File: src/rtl/uart_pkg.sv
// uart_pkg: definitions shared by the UART echo buffer and its FIFO.
//   - Transmit FSM state encodings (IDLE, START, WAIT_DONE, GAP)
//   - Default FIFO depth and the drop counter width
//   - sat_inc(): saturating increment for the drop counter
package uart_pkg;

    // Plain 2-bit constants rather than an enum, so netlists and
    // logic-analyzer decodes stay stable across tool versions.
    localparam logic [1:0] ST_IDLE      = 2'd0;
    localparam logic [1:0] ST_START     = 2'd1;
    localparam logic [1:0] ST_WAIT_DONE = 2'd2;
    localparam logic [1:0] ST_GAP       = 2'd3;

    localparam int DEFAULT_FIFO_DEPTH = 16;
    localparam int DROP_COUNT_W       = 8;

    // Holds at all-ones instead of wrapping back to zero.
    function automatic logic [DROP_COUNT_W-1:0] sat_inc(input logic [DROP_COUNT_W-1:0] v);
        return (&v) ? v : v + 1'b1;
    endfunction

endpackage

File: src/rtl/sync_fifo.sv
// sync_fifo: single-clock FIFO with first-word-fall-through read.
//   clk, reset_n : clock and asynchronous active-low reset
//   push, wdata  : write request and data. Ignored when full unless a pop
//                  happens on the same edge.
//   pop          : removes the head entry. Ignored when empty.
//   rdata        : head entry. Valid whenever empty is low.
//   full, empty  : occupancy flags
//   level        : number of stored entries (0..DEPTH)
// DEPTH must be a power of two so the pointers wrap naturally.
module sync_fifo #(
    parameter int WIDTH = 8,
    parameter int DEPTH = uart_pkg::DEFAULT_FIFO_DEPTH
) (
    input  logic                     clk,
    input  logic                     reset_n,
    input  logic                     push,
    input  logic                     pop,
    input  logic [WIDTH-1:0]         wdata,
    output logic [WIDTH-1:0]         rdata,
    output logic                     full,
    output logic                     empty,
    output logic [$clog2(DEPTH):0]   level
);

    localparam int AW = $clog2(DEPTH);
    localparam logic [AW:0] FULL_LEVEL = DEPTH[AW:0];

    logic [WIDTH-1:0] mem [DEPTH];
    logic [AW-1:0]    wr_ptr;
    logic [AW-1:0]    rd_ptr;
    logic             do_push;
    logic             do_pop;

    assign full  = (level == FULL_LEVEL);
    assign empty = (level == '0);
    assign rdata = mem[rd_ptr];

    // When full, a simultaneous pop frees the slot being written. The head
    // is read from the old contents on the same edge, so nothing collides.
    assign do_pop  = pop & ~empty;
    assign do_push = push & (~full | do_pop);

    // NOTE: the storage array has no reset. Only the pointers and the level
    // define which entries are valid, and leaving the array unreset lets it
    // map onto plain RAM/LUT storage.
    always_ff @(posedge clk) begin
        if (do_push) begin
            mem[wr_ptr] <= wdata;
        end
    end

    // NOTE: sequential state uses non-blocking assignments, so every
    // register samples the values from before the edge. This is what makes
    // a push and a pop on the same edge resolve cleanly.
    always_ff @(posedge clk or negedge reset_n) begin
        if (!reset_n) begin
            wr_ptr <= '0;
            rd_ptr <= '0;
            level  <= '0;
        end else begin
            if (do_push) wr_ptr <= wr_ptr + 1'b1;
            if (do_pop)  rd_ptr <= rd_ptr + 1'b1;
            case ({do_push, do_pop})
                2'b10:   level <= level + 1'b1;
                2'b01:   level <= level - 1'b1;
                default: level <= level;
            endcase
        end
    end

endmodule

File: src/rtl/uart_echo_buffer.sv
// uart_echo_buffer: queues every byte completed by uart_rx and sends it
// back unchanged through uart_tx's start/busy handshake.
//   clk, reset_n  : 24 MHz clock, asynchronous active-low reset
//   rx_done       : byte-complete level from uart_rx. Its rising edge pushes.
//   data_received : received byte, valid while rx_done is high
//   parity_error  : parity flag of the received byte
//   tx_busy       : transmitter busy, from uart_tx
//   start_tx      : transmit request, held until tx_busy is seen
//   data_to_tx    : byte being transmitted. Changes only when a byte is popped.
//   fifo_level    : current FIFO occupancy
//   overflow      : sticky flag, set when a byte arrived while the FIFO was full
//   drop_count    : saturating count of discarded bytes
// Build option: define UART_ECHO_PARITY_DROP_EN to discard bytes that carry a
// parity error instead of echoing them.
module uart_echo_buffer
    import uart_pkg::*;
#(
    parameter int DATA_WIDTH = 8,
    parameter int FIFO_DEPTH = DEFAULT_FIFO_DEPTH,
    parameter int GAP_CYCLES = 0
) (
    input  logic                          clk,
    input  logic                          reset_n,
    input  logic                          rx_done,
    input  logic [DATA_WIDTH-1:0]         data_received,
    input  logic                          parity_error,
    input  logic                          tx_busy,
    output logic                          start_tx,
    output logic [DATA_WIDTH-1:0]         data_to_tx,
    output logic [$clog2(FIFO_DEPTH):0]   fifo_level,
    output logic                          overflow,
    output logic [DROP_COUNT_W-1:0]       drop_count
);

    localparam int GAP_W = (GAP_CYCLES > 1) ? $clog2(GAP_CYCLES) : 1;
    localparam logic [GAP_W-1:0] GAP_LAST = GAP_W'((GAP_CYCLES > 0) ? GAP_CYCLES - 1 : 0);

    logic                  rx_done_q;
    logic                  push_edge;
    logic                  push_req;
    logic                  parity_drop;
    logic                  ovf_drop;
    logic                  pop;
    logic                  fifo_full;
    logic                  fifo_empty;
    logic [DATA_WIDTH-1:0] fifo_rdata;
    logic [1:0]            state;
    logic [GAP_W-1:0]      gap_cnt;

    // One push per rx_done pulse, however long the receiver holds the level.
    assign push_edge = rx_done & ~rx_done_q;

`ifdef UART_ECHO_PARITY_DROP_EN
    assign parity_drop = push_edge & parity_error;
    assign push_req    = push_edge & ~parity_error;
`else
    // Corrupted bytes are echoed so the far end can see the corruption itself.
    logic unused_parity_error;
    assign unused_parity_error = parity_error;
    assign parity_drop = 1'b0;
    assign push_req    = push_edge;
`endif

    // Pops happen only from IDLE. When the FIFO is full, a pop on the same
    // edge makes room for the incoming byte.
    assign pop      = (state == ST_IDLE) && !fifo_empty;
    assign ovf_drop = push_req & fifo_full & ~pop;

    sync_fifo #(
        .WIDTH (DATA_WIDTH),
        .DEPTH (FIFO_DEPTH)
    ) u_fifo (
        .clk     (clk),
        .reset_n (reset_n),
        .push    (push_req & ~ovf_drop),
        .pop     (pop),
        .wdata   (data_received),
        .rdata   (fifo_rdata),
        .full    (fifo_full),
        .empty   (fifo_empty),
        .level   (fifo_level)
    );

    always_ff @(posedge clk or negedge reset_n) begin
        if (!reset_n) begin
            rx_done_q  <= 1'b0;
            overflow   <= 1'b0;
            drop_count <= '0;
        end else begin
            rx_done_q <= rx_done;
            if (ovf_drop) begin
                overflow <= 1'b1;
            end
            if (ovf_drop || parity_drop) begin
                drop_count <= sat_inc(drop_count);
            end
        end
    end

    // Transmit handshake. start_tx stays high until the transmitter reports
    // busy. The FSM then waits for busy to fall before it pops the next byte.
    always_ff @(posedge clk or negedge reset_n) begin
        if (!reset_n) begin
            state      <= ST_IDLE;
            start_tx   <= 1'b0;
            data_to_tx <= '0;
            gap_cnt    <= '0;
        end else begin
            case (state)
                ST_IDLE: begin
                    if (!fifo_empty) begin
                        data_to_tx <= fifo_rdata;
                        start_tx   <= 1'b1;
                        state      <= ST_START;
                    end
                end
                ST_START: begin
                    if (tx_busy) begin
                        start_tx <= 1'b0;
                        state    <= ST_WAIT_DONE;
                    end
                end
                ST_WAIT_DONE: begin
                    if (!tx_busy) begin
                        gap_cnt <= '0;
                        state   <= (GAP_CYCLES > 0) ? ST_GAP : ST_IDLE;
                    end
                end
                ST_GAP: begin
                    if (gap_cnt == GAP_LAST) begin
                        state <= ST_IDLE;
                    end else begin
                        gap_cnt <= gap_cnt + 1'b1;
                    end
                end
                default: state <= ST_IDLE;
            endcase
        end
    end

endmodule
File: config.mk
export PLATFORM = sky130hd
export DESIGN_NAME = uart_echo_buffer
export DESIGN_NICKNAME = d
export VERILOG_FILES = /design/src/rtl/uart_pkg.sv /design/src/rtl/sync_fifo.sv /design/src/rtl/uart_echo_buffer.sv
export SDC_FILE = /design/constraint.sdc
export NUM_CORES = 1
export LEC_CHECK = 0
export CAP_MARGIN = 5
export CORE_MARGIN = 4
export CORE_UTILIZATION = 41
export DETAILED_ROUTE_END_ITERATION = 12
export SLEW_MARGIN = 10
export SYNTH_ARGS = -nofsm -noshare
export SYNTH_HDL_FRONTEND = slang
export SYNTH_SLANG_ARGS = --single-unit
File: constraint.sdc
create_clock -name clk -period 3.07 [get_ports clk]
set_input_delay 0.307 -clock clk [delete_from_list [all_inputs] [get_ports clk]]
set_output_delay 0.307 -clock clk [all_outputs]
set_load 0.02 [all_outputs]
==> results of run 1 <==
cells by family (layout without fill, tap and decap cells):
family,after synthesis,in the layout
buffers and inverters,23,80
AND/OR/NAND/NOR,73,73
AO/OA/AOI/OAI,28,28
multiplexers,54,54
XOR/XNOR,14,14
flip-flops,162,162
adder cells (fa/ha/maj),10,10
how the worst max path moves through the flow:
stage	startpoint	end	slack, ps	cells past startpoint
floorplan	u_fifo.level[1]$_DFFE_PN0P_	u_fifo.level[4]$_DFFE_PN0P_	290	12
global placement	u_fifo.level[0]$_DFFE_PN0P_	u_fifo.level[4]$_DFFE_PN0P_	350	10
detailed placement	u_fifo.level[0]$_DFFE_PN0P_	u_fifo.level[4]$_DFFE_PN0P_	270	10
CTS	u_fifo.level[0]$_DFFE_PN0P_	u_fifo.level[4]$_DFFE_PN0P_	250	10
global route	u_fifo.level[0]$_DFFE_PN0P_	u_fifo.level[4]$_DFFE_PN0P_	120	10
finish	u_fifo.level[0]$_DFFE_PN0P_	u_fifo.level[4]$_DFFE_PN0P_	270	10
worst register-to-register path: stages, from the launching register on:
cell	delay [ps]
dfrtp_1	490
or4_4	560
o21ai_2	170
inv_2	130
ha_1	340
xor2_1	180
ha_1	230
o21a_1	170
o21ai_0	150
a22oi_1	120
xnor2_1	130
metrics by stage:
stage | utilization, % | instances | hold slack, ps
2_1_floorplan | - | 364 | 11.4
3_3_place_gp | 45.6 | 605 | 453
3_5_place_dp | 45.6 | 605 | 454
4_1_cts | 49.2 | 637 | 31.5
5_1_grt | 49.2 | 637 | 71.4
6_report | 49.2 | 637 | -1.10
metal layers:
layer | track usage [%] | share of wire (%)
met1 | 19.5 | 43
met2 | 25.2 | 52
met3 | 4.96 | 4.2
met4 | 4.76 | 0.93
met5 | 0 | 0
power by group:
group,internal (mW),leakage [nW],switching (mW),total [mW]
logic,1.10,0.870,1.10,2.20
clock network,1.19,0.272,0.827,2.02
registers,2.64,1.58,0.323,2.97
total,4.94,2.72,2.25,7.19
flip-flops by register name (all words and copies together), names as in the netlist:
signal,flops
state,2
u_fifo.wr_ptr,4
rx_done_q,1
data_to_tx,8
drop_count,8
u_fifo.mem,128
start_tx,1
overflow,1
u_fifo.level,5
u_fifo.rd_ptr,4
cell usage in the layout (no fill, tap or decap), drive strengths merged, types with 8 or more instances in the layout:
cell type and n:
edfxtp 128, dfrtp 34, clkdlybuf4s50 33, mux4 32
nand2 22, clkbuf 19, mux2i 16, and2 13
ha 10, buf 9, o221ai 8, xnor2 8
o21ai 8, clkinv 8
layout make-up:
type | count | area [um^2] | area share, %
clock buffers | 19 | 433 | 5.52
clock inverters | 13 | 136 | 1.74
inverters | 6 | 22.5 | 0.287
multi-input cells | 179 | 1880 | 24.0
flip-flops and latches | 162 | 4700 | 59.8
well taps | 216 | 270 | 3.44
repair buffers | 42 | 408 | 5.20
==> metrics.md, run 1 <==
| Metric | Value |
|---|---|
| R2R cell count | 10 |
| Drt drc | 0 |
| Htree depth | 4 |
| Asr flop ratio synth | 21.0% |
| Core area | 15900 um^2 |
| TritonCTS clock tree | built |
| Top-count cell post-synth | edfxtp_1 |
| Most frequent cells after synthesis | edfxtp_1, dfrtp_1, mux4_2 |
| DR vias/cell | 5.27 |
| CP Cell Sequence | or4_4 -> o21ai_2 -> inv_2 -> ha_1 -> xor2_1 -> ha_1 -> o21a_1 -> o21ai_0 -> a22oi_1 -> xnor2_1 |
| Min Hold Slack | -1.10 ps |
| Sequential share of the synthesized area | 70.1% |
| EDFF count, synth | 128 |
| Cell Area, Placed | 7280 um^2 |
| Worst Setup End Kind | register |
| R2R setup slack | 270 ps |
| CTS Sinks | 162 |
| Tot Pwr | 7.19 mW |
| TritonRoute pass-1 iters | 4 |
| Area grow syn2layout | 17.1% |
| Detailed Route Iter0 Violations | 231 |
| Die ar. | 18400 um^2 |
| Starting Density | 42.0% |
| LEAKAGE | 2.72 nW |
| Nets | 431 |
| Fmax | 358 MHz |
| Worst-Skew Late Latency | 430 ps |
| Die H | 136 um |
| Synth area leaders | edfxtp_1, dfrtp_1, mux4_2, mux2i_1, ha_1 |
| Total gr overflow | 0 |
| Reg2reg start | u_fifo.level[0]$_DFFE_PN0P_ |
| Worst-Margin Slew | 872 ps |
| Status | finished, violations left |
| Row Count | 46 |
| Clk root buf | clkbuf_16 |
| CP max FO | 8 |
| Hold WC Path Type | input pin to asynchronous set/reset pin |
| Die Width | 136 um |
| Adder-cell share of the synthesized area | 1.87% |
| Ratio of cells with drive above 1 in the final layout | 22.3% |
| Crit Path Class | register to register |
| Reg2reg end | u_fifo.level[4]$_DFFE_PN0P_ |
| Unrepaired setup endpoints after global routing | no |
| I/O Buffers | 34 |
| Fin crit share | 91.0% |
| First-pass GRT wire length | 20.5 mm |
| CP startpoint kind | register |
| Xor and xnor area share after synthesis | 1.83% |
| IO Count | 36 |
| Routed Antenna Nets | 0 |
| Arr. time, crit path | 3100 ps |
| Crit path time final | 2800 ps |
| CTS max path bufs | 2 |
| Mux cell area share after synthesis | 14.2% |
| Tot GR Track Use | 15.3% |
| Largest net degree at the start of global routing | 35 |
| # Max-Cap Violations | 0 |
| DP Worst Slack | 268 ps |
| Cts repair resizes | 0 |
| Detailed-route wire length | 12.9 mm |
| Count of different cell masters after synthesis | 44 |
| Max Slew Vio Count | 0 |
| Yosys reg bits | 162 |
| Critical path data required time | 3380 ps |
| Inserted Clock Buffers | 17 |
| Vias post-DR | 3360 |
| Slowest CP cell | or4_4 |
| Simple-Gate Fraction of Synth Area | 6.46% |
| Main combinational cell family by area after synthesis | multiplexers |
| Top_reg_cell synth | edfxtp_1 |
| Setup violators final | 0 |
| Final Cell Area | 7850 um^2 |
| Worst slew margin | 41.9% |
| Synthesized area per cell | 18.4 um^2 |
| Mapped cell area | 6700 um^2 |
| PwrDens | 916 nW/um^2 |
| Post-detailed-route wirelength per cell | 20.2 um |
| Clock Skew | 17.8 ps |
| CP delay by family, top | compound AO/OA/AOI/OAI gates |
| VDD IR max | 0.572 mV |
| Reg clk slew, reported paths | 60 ps |
| Number of global-route vias before repair | 3603 |
| Final setup TNS | 0 ps |
| Post-CTS Repair Setup Buffers | 0 |
| Synth Area in Compound Gates | 3.75% |
| # hold bufs at CTS | 0 |
| Initial antenna violation count | 0 |
| Gpl congestion | 0.747 |
| DP HPWL | 8.07 mm |
| Synthesized net count | 387 |
| YS warnings | 0 |
| Synth area leader | edfxtp_1 |
| Hold Fails Final Rpt | 1 |
| Failing checks | hold timing |
| Worst path bufs/invs | 1 |
| Setup WS post-layout | 275 ps |
| Diodes inserted | 0 |
| Fillers | 1351 |
| Top cell type's share of synthesized area | 57.4% |
| Critical Path Max Stage Delay | 560 ps |
| Cell count after synthesis | 364 |
| Top cell by count, worst path | ha_1 |
(Power assumes the default switching activity.)
==> inputs of run 2 (changes only) <==
- ABC_CLOCK_PERIOD_IN_PS: not set -> 3070
- CORE_ASPECT_RATIO: not set -> 2
- GPL_TIMING_DRIVEN: not set -> 0
==> run 2 against run 1 <==
Against the previous run:
- the flow now finishes without violations
- final area up 1.2%
- maximum frequency down 3.3%
- clock skew down 10 ps
- critical path depth up 2
- largest cell class unchanged
- largest power group unchanged
==> metrics.md, run 2 (synthesis gave the netlist of run 1 again) <==
| Metric | Value |
|---|---|
| Comb pwr share | 32.2% (+1.5 points) |
| Reg2reg start | u_fifo.level[1]$_DFFE_PN0P_ |
| Clock Skew | 7.31 ps (-10.5 ps) |
| Die ar. | 18600 um^2 (+0.67%) |
| Largest regs | u_fifo.mem: 128 flops, data_to_tx: 8 flops, drop_count: 8 flops |
| Hold Fails Final Rpt | 0 (-1) |
| Finished Layout Cells | 632 (-0.78%) |
| Critical path data required time | 3370 ps (about the same) |
| Setup violators final | 0 (unchanged) |
| Nets | 441 (+2.3%) |
| Most frequent cells in the layout | edfxtp_1, dfrtp_1, clkdlybuf4s50_1, mux4_2 |
| Fmax | 346 MHz (-3.3%) |
| Max Slew Vio Count | 0 (unchanged) |
| Unrepaired setup endpoints after global routing | no |
| Detailed Route Iter0 Violations | 201 (-13%) |
| Worst path bufs/invs | 3 (+2) |
| Clock share of power | 29.9% (+1.8 points) |
| Hold WC Path Type | input pin to register |
| Area grow syn2layout | 18.5% |
| TritonRoute pass-1 iters | 6 (+2) |
| # Max-Cap Violations | 0 (unchanged) |
| Post-detailed-route wirelength per cell | 21.4 um (+5.7%) |
| CP Launch Point | u_fifo.level[1]$_DFFE_PN0P_ |
| Ratio of cells with drive above 1 in the final layout | 23.0% (+0.64 points) |
| Drt drc | 0 (unchanged) |
| Seq pwr share | 37.9% (-3.3 points) |
| Critical Path Max Stage Delay | 550 ps (about the same) |
| CTS max path bufs | 2 (unchanged) |
| Fin crit share | 94.2% (+3.1 points) |
| Vias post-DR | 3445 (+2.5%) |
| CP Cell Sequence | buf_6 -> or4_4 -> o21ai_2 -> inv_2 -> ha_1 -> clkbuf_1 -> xor2_1 -> ha_1 -> o21a_1 -> o21ai_0 -> a22oi_1 -> xnor2_1 |
| # hold bufs at CTS | 1 (+1) |
| DP Worst Slack | -93.0 ps (-361 ps) |
| Sw Pwr | 2.36 mW (+4.6%) |
| Starting Density | 42.0% (about the same) |
| Final core utilization | 49.8% (+0.59 points) |
| Largest net degree at the start of global routing | 35 (unchanged) |
| Arr. time, crit path | 3190 ps (+90 ps) |
| Crit path time final | 2890 ps (+95.8 ps) |
| Clk root buf | clkbuf_16 |
| IO Count | 36 (unchanged) |
| CP max FO | 8 (unchanged) |
| Gpl congestion | 0.827 (+11%) |
| Top reg by flops | u_fifo.mem |
| Worst Setup End Kind | register |
| DR vias/cell | 5.45 (+3.3%) |
| Footprint of the multi-input gates | 1880 um^2 (unchanged) |
| Worst-Skew Late Latency | 430 ps (about the same) |
| TritonCTS clock tree | built |
| Worst-Margin Slew | 788 ps (-83.8 ps) |
| Internal | 5.12 mW (+3.8%) |
| LEAKAGE | 2.79 nW (+2.6%) |
| Row Count | 65 (+41%) |
| PwrDens | 942 nW/um^2 (+2.8%) |
| Htree depth | 4 (unchanged) |
| Total gr overflow | 0 (unchanged) |
| First-pass GRT wire length | 21.1 mm (+2.9%) |
| Detailed-route wire length | 13.5 mm (+4.8%) |
| Post-CTS Repair Setup Buffers | 0 (unchanged) |
| Worst hold path startpoint | rx_done |
| Diodes inserted | 0 (unchanged) |
| Core area | 15900 um^2 (about the same) |
| VDD IR max | 0.387 mV (-32%) |
| Commonest non-fill, non-tap cell in the layout | edfxtp_1 |
| Routed Antenna Nets | 0 (unchanged) |
| Register Area | 4690 um^2 (about the same) |
| Switching Fraction | 31.5% (+0.17 points) |
| Initial antenna violation count | 0 (unchanged) |
| CP delay by family, top | compound AO/OA/AOI/OAI gates |
| CTS Sinks | 162 (unchanged) |
| Fillers | 1349 (-0.15%) |
| I/O Buffers | 34 (unchanged) |
| Worst slew margin | 47.4% (+5.6 points) |
| Cts repair resizes | 0 (unchanged) |
| Reg clk slew, reported paths | 70 ps (about the same) |
| R2R setup slack | 180 ps (-100 ps) |
| DP HPWL | 9.72 mm (+20%) |
| Slowest CP cell | or4_4 |
| Largest register FFs | 128 (unchanged) |
| Die H | 189 um (+39%) |
| CP startpoint kind | register |
| Die Width | 98.4 um (-28%) |
| Setup WS post-layout | 179 ps (-95.8 ps) |
| Inserted Clock Buffers | 17 (unchanged) |
| Tot GR Track Use | 15.4% (+0.069 points) |
| Number of global-route vias before repair | 3762 (+4.4%) |
| Status | finished, final reports clean |
| Tot Pwr | 7.48 mW (+4.0%) |
| Final setup TNS | 0 ps (unchanged) |
| Crit Path Class | register to register |
| Top cell by count, worst path | ha_1 |
| Placed instance count | 599 (-0.99%) |
run 2: final cells by class:
type	count	share of cell area [%]
Clock inverter	9	1.26
Sequential cell	162	59.1
Timing Repair Buffer	35	4.35
Clock buffer	23	6.84
Multi-Input combinational cell	179	23.7
Inverter	6	0.284
Buffer	17	1.28
Tap cell	201	3.17
run 2: worst paths after layout:
| check | to | depth (start not counted) |
|---|---|---|
| max | u_fifo.level[4]$_DFFE_PN0P_ | 12 |
| min | rx_done_q$_DFF_PN0_ | 1 |
| min in group asynchronous | u_fifo.wr_ptr[2]$_DFFE_PN0P_ | 2 |
| max reg2reg | u_fifo.level[4]$_DFFE_PN0P_ | 12 |
| max in group asynchronous | data_to_tx[1]$_DFFE_PN0P_ | 2 |
| min reg2reg | overflow$_DFFE_PN0P_ | 1 |
run 2: power by group through the flow:
stage | Combinational [mW] | Clock (mW) | Sequential [mW]
3_3_place_gp | 2.39 | 0 | 2.86
6_report | 2.41 | 2.24 | 2.84
4_1_cts | 2.46 | 2.27 | 2.84
2_1_floorplan | 1.62 | 0 | 2.96
3_5_place_dp | 2.45 | 0 | 2.88
5_1_grt | 2.62 | 2.38 | 2.86
run 2: through the flow:
step	hold slack [ps]	cell area, um^2
after floorplan	11.4	6700
after global placement	455	7290
after detailed placement	434	7290
after CTS	335	7940
after global routing	340	7940
final	346	7940
run 2: layer usage:
metal	up-vias	part of all wire [%]	global-route usage [%]
met2	76	60	30.4
met1	1797	34	14.8
met3	22	3.4	3.41
met4	0	2.3	6.47
met5	-	0	0
li1	1550	-	-
==> inputs of run 3 (changes only) <==
- CORE_ASPECT_RATIO: 2 -> 0.6
- TNS_END_PERCENT: not set -> 5
==> run 3 against run 2 <==
Against the previous run:
- maximum frequency rose by 3.1%
- first-iteration DRC count rose by 27%
- sequential share of layout area did not move
- worst setup slack improved by 87 ps
- critical path depth fell by 1
==> metrics.md, run 3 (synthesis gave the netlist of run 1 again) <==
| Metric | Value |
|---|---|
| Tot Pwr | 7.46 mW (-0.32%) |
| First-pass GRT wire length | 20.7 mm (-2.1%) |
| Post-CTS Repair Setup Buffers | 0 (unchanged) |
| Arr. time, crit path | 3090 ps (-100 ps) |
| Hold Fails Final Rpt | 0 (unchanged) |
| LEAKAGE | 2.78 nW (-0.24%) |
| Max Slew Vio Count | 0 (unchanged) |
| Unrepaired setup endpoints after global routing | no |
| TritonCTS clock tree | built |
| CP startpoint kind | register |
| Fmax | 357 MHz (+3.1%) |
| Critical path data required time | 3360 ps (about the same) |
| Clock Skew | 10.5 ps (+3.15 ps) |
| Final core utilization | 50.6% (+0.83 points) |
| Post-detailed-route wirelength per cell | 20.6 um (-3.7%) |
| Largest regs | u_fifo.mem: 128 flops, data_to_tx: 8 flops, drop_count: 8 flops |
| CP max FO | 8 (unchanged) |
| Routed Antenna Nets | 0 (unchanged) |
| PwrDens | 939 nW/um^2 (-0.32%) |
| Die Width | 173 um (+76%) |
| Detailed-route wire length | 13.1 mm (-3.4%) |
| Finished Layout Cells | 634 (+0.32%) |
| CTS Sinks | 162 (unchanged) |
| CTS max path bufs | 2 (unchanged) |
| Core area | 15700 um^2 (-1.6%) |
| Row Count | 35 (-46%) |
| Diodes inserted | 0 (unchanged) |
| Worst slew margin | 50.0% (+2.6 points) |
| DP HPWL | 9.07 mm (-6.7%) |
| Vias post-DR | 3351 (-2.7%) |
| Worst-Margin Slew | 750 ps (-38.7 ps) |
| Number of global-route vias before repair | 3498 (-7.0%) |
| Initial antenna violation count | 0 (unchanged) |
| Crit path time final | 2800 ps (-86.9 ps) |
| Inserted Clock Buffers | 17 (unchanged) |
| Worst-Skew Late Latency | 410 ps (-20 ps) |
| Area grow syn2layout | 18.5% (unchanged) |
| Largest net degree at the start of global routing | 30 (-14%) |
| Setup WS post-layout | 266 ps (+86.9 ps) |
| # Max-Cap Violations | 0 (unchanged) |
| DR vias/cell | 5.29 (-3.0%) |
| Die H | 107 um (-43%) |
| Footprint of the multi-input gates | 1880 um^2 (+0.13%) |
| Most frequent cells in the layout | edfxtp_1, dfrtp_1, clkdlybuf4s50_1, mux4_2, nand2_1 |
| Htree depth | 4 (unchanged) |
| TritonRoute pass-1 iters | 5 (-1) |
| Nets | 441 (unchanged) |
| Ratio of cells with drive above 1 in the final layout | 23.7% (+0.70 points) |
| Detailed Route Iter0 Violations | 255 (+27%) |
| Fin crit share | 91.3% (-2.8 points) |
| VDD IR max | 0.459 mV (+19%) |
| Largest register FFs | 128 (unchanged) |
| R2R setup slack | 270 ps (+90 ps) |
| I/O Buffers | 34 (unchanged) |
| DP Worst Slack | -176 ps (-83.5 ps) |
| Total gr overflow | 0 (unchanged) |
| Gpl congestion | 0.739 (-11%) |
| Final Cell Area | 7940 um^2 (unchanged) |
| Commonest non-fill, non-tap cell in the layout | edfxtp_1 |
| IO Count | 36 (unchanged) |
| Die ar. | 18500 um^2 (-0.31%) |
| Fillers | 1294 (-4.1%) |
| Cell Area, Placed | 7310 um^2 (+0.31%) |
| R2R cell count | 11 (-1) |
| Tot GR Track Use | 15.0% (-0.44 points) |
| Starting Density | 42.7% (+0.70 points) |
| Setup violators final | 0 (unchanged) |
| Reg clk slew, reported paths | 70 ps (about the same) |
| Status | finished, final reports clean |
| Clk root buf | clkbuf_16 |
| Hold WC Path Type | input pin to asynchronous set/reset pin |
| Top reg by flops | u_fifo.mem |
| Register Area | 4690 um^2 (unchanged) |
| Placed instance count | 602 (+0.50%) |
| Crit Path Class | register to register |
| Drt drc | 0 (unchanged) |
| Worst Setup End Kind | register |
==> run 3: cell count changes in the layout (fill, tap and decap cells not counted) <==
cell / change
buf_12: +1
bufinv_16: +2
clkbuf_1: -2
clkbuf_16: -4
clkbuf_8: -1
clkinv_2: +1
clkinv_4: +4
ha_1: -1
ha_2: +1
inv_4: -2
inv_6: +1
==> run 3: stage by stage <==
step | hold WS, ps | TNS, ps
after floorplan | 11.4 | 0
after global placement | 455 | -115
after detailed placement | 154 | -266
after CTS | 242 | 0
after global routing | 265 | 0
final | 253 | 0
==> run 3: final cells by class <==
cell class | count | share of cell area, %
tap | 203 | 3.20
clock inverter | 15 | 2.47
clock buffer | 17 | 5.36
sequential | 162 | 59.1
timing repair buffer | 36 | 4.60
multi-input combinational | 179 | 23.7
inverter | 6 | 0.284
buffer | 16 | 1.23
==> run 3: layer usage <==
| layer | track usage [%] | share of wire (%) | vias to the layer above | routed length [um] |
|---|---|---|---|---|
| met1 | 23.6 | 50 | 1715 | 6590 |
| met5 | 0 | 0 | - | 0 |
| li1 | - | - | 1549 | - |
| met4 | 3.59 | 0.90 | 0 | 117 |
| met2 | 21.0 | 43 | 78 | 5570 |
| met3 | 3.45 | 5.9 | 9 | 771 |
==> run 3: power by group <==
part | leakage, nW | internal, mW | switching, mW
Combinational | 0.898 | 1.13 | 1.29
Sequential | 1.58 | 2.64 | 0.189
Clock | 0.307 | 1.31 | 0.904
==> run 3: worst max-delay path, cell delays in order, from the launching register on <==
cell and delay [ps]:
dfrtp_1 400, buf_6 140, or4_4 540, o21ai_2 160, inv_2 150, ha_2 280, xor2_1 160, ha_1 220
o21a_1 170, o21ai_0 160, a22oi_1 150, xnor2_1 150
==> run 3: path summary, 6_finish.rpt <==
check | endpoint | from
setup / recovery | u_fifo.level[4]$_DFFE_PN0P_ | u_fifo.level[1]$_DFFE_PN0P_
hold / removal | u_fifo.level[1]$_DFFE_PN0P_ | reset_n
setup reg to reg | u_fifo.level[4]$_DFFE_PN0P_ | u_fifo.level[1]$_DFFE_PN0P_
hold reg to reg | overflow$_DFFE_PN0P_ | overflow$_DFFE_PN0P_
max in group asynchronous | u_fifo.rd_ptr[2]$_DFFE_PN0P_ | reset_n
min in group clk | rx_done_q$_DFF_PN0_ | rx_done
==> run 3: repair_timing <==
item	CTS	global route
hold buffers	1	0
endpoints found under the hold margin	34	0
resized for setup	0	1
setup endpoints to repair	0	2
==> RTL edit (settings of run 2) <==
Put a register stage on the output `fifo_level`, cleared by the reset. The value now appears one clock later. The other outputs are not delayed to match.
--- a/src/rtl/uart_echo_buffer.sv
+++ b/src/rtl/uart_echo_buffer.sv
@@ -34,6 +34,8 @@
 
     localparam int GAP_W = (GAP_CYCLES > 1) ? $clog2(GAP_CYCLES) : 1;
     localparam logic [GAP_W-1:0] GAP_LAST = GAP_W'((GAP_CYCLES > 0) ? GAP_CYCLES - 1 : 0);
+
+    logic [$clog2(FIFO_DEPTH):0] fifo_level_d;
 
     logic                  rx_done_q;
     logic                  push_edge;
@@ -78,7 +80,7 @@
         .rdata   (fifo_rdata),
         .full    (fifo_full),
         .empty   (fifo_empty),
-        .level   (fifo_level)
+        .level   (fifo_level_d)
     );
 
     always_ff @(posedge clk or negedge reset_n) begin
@@ -138,4 +140,12 @@
         end
     end
 
+    always_ff @(posedge clk or negedge reset_n) begin
+        if (!reset_n) begin
+            fifo_level <= '0;
+        end else begin
+            fifo_level <= fifo_level_d;
+        end
+    end
+
 endmodule
Check against the original RTL: not equivalent (Yosys sat finds a counterexample within 4 cycles, from zero or initial values and one cycle with reset_n low).
==> RTL edit against run 2 <==
  * First-iteration DRC count shrank 37%
  * Global-route usage grew 0.73 points
  * Utilization shrank 0.63 points
  * Area after synthesis grew 0.88%
  * Total power shrank 1.8%
  * Largest cell class unchanged
  * Design area grew 0.77%
  * Setup slack gained 0.074 ns
  * Sequential cell count grew 5
  * Wire length grew 3.6%
==> RTL edit: results <==
group,metric,value,unit
placed_design,place_hpwl,10000,um
sta,final_max_slew_viol_count,0,
pwr,ir_drop,371,uV
synth,synth_compound_area_frac,0.0417,
detailed_routing,wirelength,14000,um
placed_design,io_buffers,34,
critical_path,worstPathArrival,3.12,ns
clock_tree,cts_setup_buffers,0,
sta,finalSetupViolCount,0,
synth,ys_warn_count,0,
global_route,grt_pass1_wl,21800,um
detailed_routing,drt_iter0_markers,126,
clock_tree,clockRootBuffer,"clkbuf_16",
synth,synth_xor_area_frac,0.0246,
synth,ys_types,43,
global_route,grt_pass1_vias,3805,
global_route,track_usage,0.161,
global_route,antenna_found_initial,0,
critical_path,crit_fanout,8,
floorplanning,rows,66,
synth,synthTopCellsByArea,"edfxtp_1, dfrtp_1, mux4_2",
sta,clock-skew-final,0.00772,ns
global_route,grt_max_degree,36,
run_status,status,"finished, final reports clean",
detailed_routing,dr.pass1.iters,4,
cells_and_area,diodes,0,
synth,yosys.area_share.adder,0.0185,
sta,worst_slew_pin_slew,0.753,ns
cells_and_area,drive_gt1_frac,0.211,
hold_path,min_path_type,"input pin to asynchronous set/reset pin",
synth,async_flop_share,0.234,
detailed_routing,via_per_inst,5.37,
cells_and_area,final_nets,451,
clock_tree,clock_latency,0.42,ns
clock_tree,numCtsBuffers,17,
synth,yosysSeqAreaShare,0.713,
pwr,power_leakage,2.80,nW
synth,synthesis.nets,393,
placed_design,place_congestion,0.820,
placed_design,pre_cts_ws,-0.0124,ns
synth,yosys-mux-area-fraction,0.122,
synth,ys_top_cells_by_count,"edfxtp_1, dfrtp_1, mux4_2, xnor2_1, a21oi_1",
synth,ys.flop_type,"edfxtp_1",
cells_and_area,nFillCells,1353,
==> RTL edit: changes by cell type after synthesis, sizes merged, moves of 5 or more <==
cell,delta
o221ai,-8
nor2b,+7
dfrtp,+5
a21oi,+7
a211o,+8
and2,-12
mux2i,-8
xnor2,+7
nand2,-12
a22o,+8
==> RTL edit: area by class of cell <==
class	count	area, sq um	share of cell area
plain buffers	20	103	0.0128
repair buffers	40	395	0.0494
well taps	204	255	0.0319
multi-input cells	177	1870	0.234
clock buffers	24	494	0.0618
inverters	5	18.8	0.00235
clock inverters	8	43.8	0.00547
flip-flops and latches	167	4820	0.602
==> RTL edit: worst paths after layout <==
kind                                        startpoint                     endpoint  slack [ns]  cells past startpoint
setup / recovery           u_fifo.level[1]$_DFFE_PN0P_  u_fifo.level[4]$_DFFE_PN0P_        0.25                     10
hold / removal                                 reset_n      fifo_level[2]$_DFF_PN0_        0.25                      2
setup reg to reg           u_fifo.level[1]$_DFFE_PN0P_  u_fifo.level[4]$_DFFE_PN0P_        0.25                     10
hold reg to reg            u_fifo.level[2]$_DFFE_PN0P_      fifo_level[2]$_DFF_PN0_        0.37                      0
max in group asynchronous                      reset_n    drop_count[6]$_DFFE_PN0P_        2.41                      3
min in group clk           u_fifo.level[2]$_DFFE_PN0P_      fifo_level[2]$_DFF_PN0_        0.37                      0
==> RTL edit: what timing repair did <==
action                                 CTS  global route
resized for setup                        0             2
hold buffers                             1             0
setup endpoints to repair                1             2
endpoints found under the hold margin   39             0
==> RTL edit: where the power goes <==
group	leakage [nW]	internal (W)	switching, W
Combinational	0.894	0.00117	0.00132
Clock	0.273	0.00112	0.000808
Sequential	1.63	0.00274	0.000184
Total	2.80	0.00503	0.00232
==> RTL edit: logic make-up after synthesis <==
kind of cell	Yosys count
AO/OA/AOI/OAI	40
XOR/XNOR	19
adder cells (fa/ha/maj)	10
buffers and inverters	26
flip-flops	167
multiplexers	42
AND/OR/NAND/NOR	66
==> RTL edit: critical path, cell delays in order (launching register included) <==
cell	delay, ns
dfrtp_1	0.46
or4_4	0.60
o21ba_2	0.26
inv_2	0.18
ha_4	0.22
xor2_1	0.08
ha_1	0.23
o21a_1	0.17
o21ai_0	0.21
a22oi_1	0.14
xnor2_1	0.14
==> RTL edit: per-stage QoR <==
stage,hold WS (ns),cell area [sq um],TNS [ns],cells,total power (W)
floorplan,0.0114,6760,0,370,0.00463
global placement,0.361,7350,-8.84,608,0.00540
detailed placement,0.140,7440,-0.0124,613,0.00548
CTS,0.225,7990,0,645,0.00743
global route,0.265,8000,0,645,0.00775
finish,0.249,8000,0,645,0.00735
==> RTL edit: layer usage <==
metal	vias up	routed length, um	global-route usage
li1	1571	-	-
met1	1761	4780	0.159
met2	98	7730	0.287
met3	31	513	0.0356
met4	0	973	0.122
met5	-	0	0
